<file path="src/rtl/mem_pkg.sv">
// Shared constants for the DE10 load/store front end: RV32I size codes, FSM encoding,
// default bus-wait limit and the access legality check.
package mem_pkg;

  localparam logic [2:0] F3_B  = 3'b000;
  localparam logic [2:0] F3_H  = 3'b001;
  localparam logic [2:0] F3_W  = 3'b010;
  localparam logic [2:0] F3_BU = 3'b100;
  localparam logic [2:0] F3_HU = 3'b101;

  localparam logic [1:0] ST_IDLE   = 2'd0;
  localparam logic [1:0] ST_ACCESS = 2'd1;
  localparam logic [1:0] ST_DONE   = 2'd2;

  localparam int unsigned TIMEOUT_CYCLES_DEFAULT = 255;

  // Unsigned codes exist only for loads; halfwords need bit 0 clear, words both bits clear.
  function automatic logic access_ok(input logic we, input logic [2:0] funct3,
                                     input logic [1:0] offset);
    logic ok;
    case (funct3)
      F3_B:    ok = 1'b1;
      F3_H:    ok = ~offset[0];
      F3_W:    ok = (offset == 2'b00);
      F3_BU:   ok = ~we;
      F3_HU:   ok = ~we & ~offset[0];
      default: ok = 1'b0;
    endcase
    return ok;
  endfunction

endpackage

</file>
<file path="src/rtl/mem_lane_align.sv">
// Byte-lane steering: write strobes, store data shift and load extract/extend.
module mem_lane_align
  import mem_pkg::*;
(
  input  logic [2:0]  funct3,
  input  logic [1:0]  offset,
  input  logic [31:0] wdata,
  input  logic [31:0] bus_rdata,
  output logic [3:0]  wstrb,
  output logic [31:0] wdata_lane,
  output logic [31:0] load_data
);

  logic [4:0]  shamt;
  logic [31:0] shifted;

  assign shamt      = {offset, 3'b000};
  assign wdata_lane = wdata << shamt;
  assign shifted    = bus_rdata >> shamt;

  always_comb begin
    case (funct3[1:0])
      2'b00:   wstrb = 4'b0001 << offset;
      2'b01:   wstrb = 4'b0011 << offset;
      2'b10:   wstrb = 4'b1111;
      default: wstrb = 4'b0000;
    endcase
  end

  always_comb begin
    case (funct3)
      F3_B:    load_data = {{24{shifted[7]}}, shifted[7:0]};
      F3_H:    load_data = {{16{shifted[15]}}, shifted[15:0]};
      F3_W:    load_data = shifted;
      F3_BU:   load_data = {24'h0, shifted[7:0]};
      F3_HU:   load_data = {16'h0, shifted[15:0]};
      default: load_data = 32'h0;
    endcase
  end

endmodule

</file>
<file path="src/rtl/de10_mem_access_unit.sv">
// Load/store front end between the core memory stage and the DE10 bus decoder.
// Optional bus-wait timeout compiled in with MEM_TIMEOUT_EN.
module de10_mem_access_unit
  import mem_pkg::*;
#(
  parameter int unsigned TIMEOUT_CYCLES = TIMEOUT_CYCLES_DEFAULT
) (
  input  logic        clk,
  input  logic        rst,
  input  logic        req,
  input  logic        we,
  input  logic [2:0]  funct3,
  input  logic [31:0] addr,
  input  logic [31:0] wdata,
  output logic        busy,
  output logic        done,
  output logic        err,
  output logic [31:0] rdata,
  output logic        bus_req,
  output logic        bus_we,
  output logic [31:0] bus_addr,
  output logic [3:0]  bus_wstrb,
  output logic [31:0] bus_wdata,
  input  logic [31:0] bus_rdata,
  input  logic        bus_ready
);

  logic [1:0]  state_q, state_d;
  logic        we_q;
  logic [2:0]  funct3_q;
  logic [31:0] addr_q, wdata_q;
  logic        err_q, err_d;
  logic [31:0] rdata_q, rdata_d;
  logic        latch;
  logic [3:0]  strb;
  logic [31:0] wdata_lane, load_data;

`ifdef MEM_TIMEOUT_EN
  logic [31:0] wait_q, wait_d;
`endif

  mem_lane_align u_lane_align (
    .funct3     (funct3_q),
    .offset     (addr_q[1:0]),
    .wdata      (wdata_q),
    .bus_rdata  (bus_rdata),
    .wstrb      (strb),
    .wdata_lane (wdata_lane),
    .load_data  (load_data)
  );

  always_comb begin
    state_d = state_q;
    err_d   = err_q;
    rdata_d = rdata_q;
    latch   = 1'b0;
`ifdef MEM_TIMEOUT_EN
    wait_d  = wait_q;
`endif
    case (state_q)
      ST_IDLE: begin
        if (req) begin
          latch = 1'b1;
`ifdef MEM_TIMEOUT_EN
          wait_d = 32'h0;
`endif
          if (access_ok(we, funct3, addr[1:0])) begin
            state_d = ST_ACCESS;
            err_d   = 1'b0;
          end else begin
            state_d = ST_DONE;
            err_d   = 1'b1;
            rdata_d = 32'h0;
          end
        end
      end
      ST_ACCESS: begin
        if (bus_ready) begin
          state_d = ST_DONE;
          err_d   = 1'b0;
          rdata_d = we_q ? 32'h0 : load_data;
        end
`ifdef MEM_TIMEOUT_EN
        // Ready in the limit cycle takes priority over the timeout.
        else if (wait_q == 32'(TIMEOUT_CYCLES - 1)) begin
          state_d = ST_DONE;
          err_d   = 1'b1;
          rdata_d = 32'h0;
        end else begin
          wait_d = wait_q + 32'd1;
        end
`endif
      end
      ST_DONE: begin
        state_d = ST_IDLE;
        err_d   = 1'b0;
      end
      default: state_d = ST_IDLE;
    endcase
  end

  always_ff @(posedge clk) begin
    if (rst) begin
      state_q  <= ST_IDLE;
      we_q     <= 1'b0;
      funct3_q <= 3'b000;
      addr_q   <= 32'h0;
      wdata_q  <= 32'h0;
      err_q    <= 1'b0;
      rdata_q  <= 32'h0;
    end else begin
      state_q <= state_d;
      err_q   <= err_d;
      rdata_q <= rdata_d;
      if (latch) begin
        we_q     <= we;
        funct3_q <= funct3;
        addr_q   <= addr;
        wdata_q  <= wdata;
      end
    end
  end

`ifdef MEM_TIMEOUT_EN
  always_ff @(posedge clk) begin
    if (rst) begin
      wait_q <= 32'h0;
    end else begin
      wait_q <= wait_d;
    end
  end
`endif

  assign busy      = (state_q != ST_IDLE);
  assign done      = (state_q == ST_DONE);
  assign err       = err_q;
  assign rdata     = rdata_q;
  assign bus_req   = (state_q == ST_ACCESS);
  assign bus_we    = bus_req & we_q;
  assign bus_addr  = {addr_q[31:2], 2'b00};
  assign bus_wstrb = bus_we ? strb : 4'b0000;
  assign bus_wdata = wdata_lane;

endmodule

</file>
<file path="config.mk">
export PLATFORM = sky130hd
export DESIGN_NAME = de10_mem_access_unit
export DESIGN_NICKNAME = d
export VERILOG_FILES = /design/src/rtl/mem_pkg.sv /design/src/rtl/mem_lane_align.sv /design/src/rtl/de10_mem_access_unit.sv
export SDC_FILE = /design/constraint.sdc
export NUM_CORES = 1
export LEC_CHECK = 0
export ABC_AREA = 1
export BUFFER_PORTS_ARGS = -buffer_cell sky130_fd_sc_hd__buf_4
export CAP_MARGIN = 20
export CORE_UTILIZATION = 53
export CTS_CLUSTER_SIZE = 24
export DETAILED_ROUTE_END_ITERATION = 10
export HOLD_SLACK_MARGIN = 0.1
export PLACE_DENSITY = 0.9
export SETUP_SLACK_MARGIN = 0.02
export SYNTH_ARGS = -nofsm -noshare
export SYNTH_HDL_FRONTEND = slang
export SYNTH_SLANG_ARGS = --single-unit
</file>
<file path="constraint.sdc">
create_clock -name clk -period 4.49 [get_ports clk]
set_input_delay 0.449 -clock clk [delete_from_list [all_inputs] [get_ports clk]]
set_output_delay 0.449 -clock clk [all_outputs]
set_load 0.05 [all_outputs]
</file>
[Yosys cells after proc, flatten, opt, wreduce, memory -nomap -nowiden]
Index checks and enable logic that the tools add are counted.
Word-level totals
  register bits after elaboration: 103
  input port bits: 104
  output and inout bits: 105
  word-level logic and storage cells: 62
Cells by class
  equality and inequality tests: 15
  shift operators: 4
  multiplexer cells: 21
  bitwise operators: 4
  reduce and logical (&&, ||, !) cells: 11
Operators by type and width (count)
  $pmux 32 s5: 1
  $mux 32: 4
  $pmux 32 s2: 1
  $shl 32x5->32: 1
  $shr 32x5->32: 1
  $eq 3x3->1 const B: 4
  $pmux 4 s3: 1
  $mux 1: 7
  $eq 3x1->1 const B: 2
  $eq 3x2->1 const B: 2
  $logic_not 2->1: 3
  $logic_not 3->1: 2
  $mux 2: 3
  $pmux 1 s5: 1
  $eq 2x1->1 const B: 2
  $eq 2x2->1 const B: 2
  $mux 4: 1
  $ne 2x2->1 const B: 2
  $pmux 2 s2: 1
  $reduce_and 4->1: 1
  $reduce_bool 2->1: 2
  $shl 1x2->4 const A: 1
  $shl 2x2->4 const A: 1
  $pmux 1 s3: 1
  6 further kinds: 8

[Longest topological paths before layout]
  depth in word-level cells: 8
  gate-level depth with buffers: 10
  depth with buffers taken out: 9

[Cells and area by module]
Synthesis repeated with hierarchy kept, for this count alone.
Unflattened totals
  cells, all modules: 881
  area total of the unflattened synthesis: 5713.0 sq um
By module, submodules not included
  de10_mem_access_unit: instances 1, cells an instance 596, area each 4369.2 sq um, sequential area each 2062.0 sq um
  mem_lane_align: instances 1, cells an instance 285, area each 1343.8 sq um, sequential area each 0.0 sq um

[Worst setup path after synthesis]
Ideal clock, no wire load.
  kind: reg-to-output
  start point: reg state_q[1]
  end point: out bus_wstrb[1]
  data arrival time: 2.408 ns
  required time: 4.041 ns
  setup slack: 1.633 ns
  cell stages (with the launch flop): 7
  path buffers: 0
  cell sequence: dfxtp_1 inv_1 ha_1 nand2_1 inv_1 o21ai_0 a21oi_1
On the way
  cells in the longest elaborated chain, start to end: 3
RTL lines
  start: declaration: line de10_mem_access_unit.sv:28  | logic [1:0] state_q, state_d;
  start signal: assignment: line de10_mem_access_unit.sv:112  | state_q <= state_d;
  $eq 2x1->1: line de10_mem_access_unit.sv:138  | assign bus_req = (state_q == ST_ACCESS);
  via bus_req: line de10_mem_access_unit.sv:19  | output logic bus_req,
  $and 1x1->1: line de10_mem_access_unit.sv:139  | assign bus_we = bus_req & we_q;
  via bus_we: line de10_mem_access_unit.sv:20  | output logic bus_we,
  $mux 4: line de10_mem_access_unit.sv:141  | assign bus_wstrb = bus_we ? strb : 4'b0000;
  end: declaration: line de10_mem_access_unit.sv:22  | output logic [3:0] bus_wstrb,
The timed path passes the listed nets, and every way through them passes these cells.

[Worst setup path after layout]
  start point: reg addr_q[0]
  end point: out bus_wstrb[1]
On the way
  cells in the longest elaborated chain, start to end: 3
  elaborated cells on any way between the ends: 4
  those cells by class: 2 x shift; 2 x mux
RTL lines
  start: declaration: line de10_mem_access_unit.sv:31  | logic [31:0] addr_q, wdata_q;
  start signal: assignment: line de10_mem_access_unit.sv:118  | addr_q <= addr;
  $shl 2x2->4 / $shl 1x2->4 (equally long branches): line mem_lane_align.sv:24, mem_lane_align.sv:23
  $pmux 4 s3 *: line mem_lane_align.sv:22  | case (funct3[1:0])
  $mux 4 *: line de10_mem_access_unit.sv:141
Mark *: on every way between the ends. The rest lies on a longest branch, timed or not.

==> qor.tcl <==
set qor(totalWireLength_um) 14750
set qor(route.antenna.remaining_nets) 0
set qor(maximum_count_of_clock_buffers_along_a_single_path) 2
set qor(ctsHtreeMaxLevel) 3
set qor(yosysTopAreaCell) {sky130_fd_sc_hd__dfxtp_1}
set qor(syn-mean-instance-area_um2) 6.670
set qor(post_synth_inst_count) 782
set qor(grt_overflow) 0
set qor(num_io_pins) 209
set qor(ys_async_rst_share) 0
set qor(gr-usage-all-layers) 0.2851
set qor(placement.setup.worst_slack_ns) 1.970
set qor(postLayoutSetupSlackWorst_ns) 1.606
set qor(wl_per_cell_um) 14.02
set qor(cts_tree) {done}
set qor(critPathMaxFanout) 63
set qor(ctsHoldBuffers) 0
set qor(critPathMostFrequentCell) {sky130_fd_sc_hd__nand2_1}
set qor(final_hold_vios) 0
set qor(worst_endpoint_data_arrival_time_ns) 2.44
set qor(worstSkewPairLatency_ns) 0.36
set qor(netlist_area_pre_place_um2) 5216
set qor(synth_top_cells_by_count) {sky130_fd_sc_hd__nand2_1 (187), sky130_fd_sc_hd__nor2_1 (141), sky130_fd_sc_hd__dfxtp_1 (103)}
set qor(tightest_slew_ns) 0.9240
set qor(leakagePower_nw) 3.150
set qor(drt_first_iter_violations) 336
set qor(rows) 35
set qor(setup.worst_path.end_class) {output port}
set qor(timing.final.crit_share) 0.6423
set qor(grt_pass1_wl_um) 23170
set qor(grt_pass1_vias) 5000
set qor(number_of_endpoints_failing_setup_at_the_final_stage) 0
set qor(timing.clock.skew_ns) 0.01701
set qor(max_cap_viol_count) 0
set qor(setup.worst_path.start) {addr_q[0]}
set qor(regToRegStartpoint) {state_q[0]}
set qor(antenna_cells_inserted) 0
set qor(max_slew_margin) 0.3831
set qor(holdCritStartpoint) {wdata[9]}
set qor(path_cells) {clkinv_4, nand2_1, nand2_1, a21oi_1, buf_4}
set qor(drt_pre_antenna_iters) 5
set qor(post-route-min-period_ns) 2.884
set qor(antenna_found_initial) 0
set qor(post_cts_setup_buffer_count) 0
set qor(gp_congestion) 0.8737
set qor(register_bit_total_from_synthesis) 103
set qor(yosysWarnings) 0
set qor(max_stage_delay_ns) 0.77
set qor(startpoint_type) {flop}
set qor(vias_per_cell) 5.255
set qor(outcome) {complete, no violations}
set qor(clkSlewWorstSetupHoldPaths_ns) 0.11
set qor(final_area_um2) 6641
set qor(final_layout_size_suffix_gt1_frac) 0.2589
set qor(dp_hpwl_um) 10650
set qor(netlist_top_cells_area) {sky130_fd_sc_hd__dfxtp_1 (40%), sky130_fd_sc_hd__nand2_1 (13%), sky130_fd_sc_hd__nor2_1 (10%)}
set qor(detailed_place.area_um2) 6445
set qor(initial_core_util) 0.5566
set qor(synth_edf_count) 0
set qor(cp_data_required_time_ns) 4.04
set qor(syn_to_final_growth_pct) 27.32
set qor(timing.hold.worst.class) {primary input to flop}
set qor(final_max_slew_viol_count) 0
set qor(final_core_utilization) 0.7087
set qor(dominant_register_cell_in_the_synthesized_netlist) {sky130_fd_sc_hd__dfxtp_1}
set qor(grt_max_degree) 64
set qor(synth_cell_type_count) 28
set qor(worst-setup-path-type) {flop to output port}
set qor(number_of_gates_resized_after_cts) 0
set qor(fp.coreArea_um2) 9371
set qor(unrepaired_setup_endpoints_after_global_routing) {no}
set qor(drc) 0
set qor(fin_setup_tns_ns) 0
set qor(die_height_um) 101.2
set qor(maxClockFrequency_ghz) 0.3467
set qor(synth_top_area_share) 0.3953
set qor(synthMostInstantiatedCell) {sky130_fd_sc_hd__nand2_1}
set qor(fp.dieW_um) 101.2
set qor(num-nets-final) 1026
set qor(cts_sinks) 103
set qor(power.ir.vdd_worst_mv) 0.2631
set qor(cts_buffers) 9
set qor(route.vias.total) 5528
set qor(power_per_cell_area_nw_per_um2) 494.4
set qor(cts_root_buf) {sky130_fd_sc_hd__clkbuf_8}
set qor(synth_seq_area_share) 0.3953
set qor(worst_path_max_delay_cell) {sky130_fd_sc_hd__dfxtp_1}
set qor(port-buffer-count) 206
set qor(die_area_um2) 10240
[power breakdown]
part           switching [mW]  leakage (nW)  internal (mW)
clock network           0.360        0.0970          0.220
registers              0.0825         0.846           1.04
logic                    1.12          2.21          0.464
[through the flow]
step / cells / hold slack (ns) / power [mW]
2_1_floorplan: 783 / 0.4384 / 2.358
5_1_grt: 1052 / 0.3261 / 3.461
4_1_cts: 1052 / 0.3085 / 3.289
6_report: 1052 / 0.3234 / 3.284
3_5_place_dp: 1036 / 0.4569 / 2.720
3_3_place_gp: 1036 / 0.4536 / 2.697
[registers in the layout, indices dropped and copies added (netlist names)]
| name | count |
|---|---|
| addr_q | 32 |
| we_q | 1 |
| funct3_q | 3 |
| rdata | 32 |
| err | 1 |
| wdata_q | 32 |
| state_q | 2 |
[final cells by class]
| type | count | area (um^2) |
|---|---|---|
| flip-flops and latches | 103 | 2062 |
| well taps | 129 | 161.4 |
| clock buffers | 9 | 123.9 |
| clock inverters | 7 | 72.57 |
| multi-input cells | 560 | 2512 |
| inverters | 34 | 132.6 |
| fillers | 849 | 2730 |
| repair buffers | 210 | 1577 |
[worst max-delay path, delay by kind of cell, from the launching register on]
kind	cells	cell delay, ns
AOI/OAI and AO/OA	1	0.20
and+or+nand+nor	2	0.31
DFF	1	0.77
buffers and inverters	2	0.75
[logic make-up after synthesis]
kind of cell	count (synthesis)	share of synthesized area
and+or+nand+nor	366	0.2778
AOI/OAI and AO/OA	185	0.1866
buffers and inverters	120	0.1243
DFF	103	0.3953
adders and majority gates	4	0.009595
muxes	3	0.005757
other	1	0.0007189
[cells in the final DEF (no fill, tap or decap), types with 3 or more instances in the layout]
| cell | n |
|---|---|
| sky130_fd_sc_hd__dfxtp_1 | 103 |
| sky130_fd_sc_hd__inv_2 | 3 |
| sky130_fd_sc_hd__a22oi_1 | 7 |
| sky130_fd_sc_hd__nand3_1 | 28 |
| sky130_fd_sc_hd__inv_1 | 30 |
| sky130_fd_sc_hd__mux2i_1 | 3 |
| sky130_fd_sc_hd__o21ai_0 | 88 |
| sky130_fd_sc_hd__nor2_1 | 141 |
| sky130_fd_sc_hd__ha_1 | 4 |
| sky130_fd_sc_hd__o211ai_1 | 7 |
| sky130_fd_sc_hd__o21ai_1 | 4 |
| sky130_fd_sc_hd__a31oi_1 | 7 |
| sky130_fd_sc_hd__a21oi_1 | 71 |
| sky130_fd_sc_hd__clkbuf_8 | 9 |
| sky130_fd_sc_hd__buf_4 | 210 |
| sky130_fd_sc_hd__nand2_1 | 186 |
[path summary, 6_finish.rpt]
check | end | slack (ns) | depth (start not counted)
worst min register to register | rdata[31] | 0.47 | 2
worst max-delay path | bus_wstrb[1] | 1.61 | 5
worst max register to register | rdata[12] | 1.97 | 9
worst min-delay path | wdata_q[9] | 0.32 | 3
[layer usage]
layer  vias up  track usage  part of all wire
met5         -            0                 0
met4         0       0.1104             0.028
met3        36      0.07177             0.094
met2       260       0.4767              0.47
met1      2470       0.3536              0.41
li1       2762            -                 -
(Power assumes the default switching activity.)
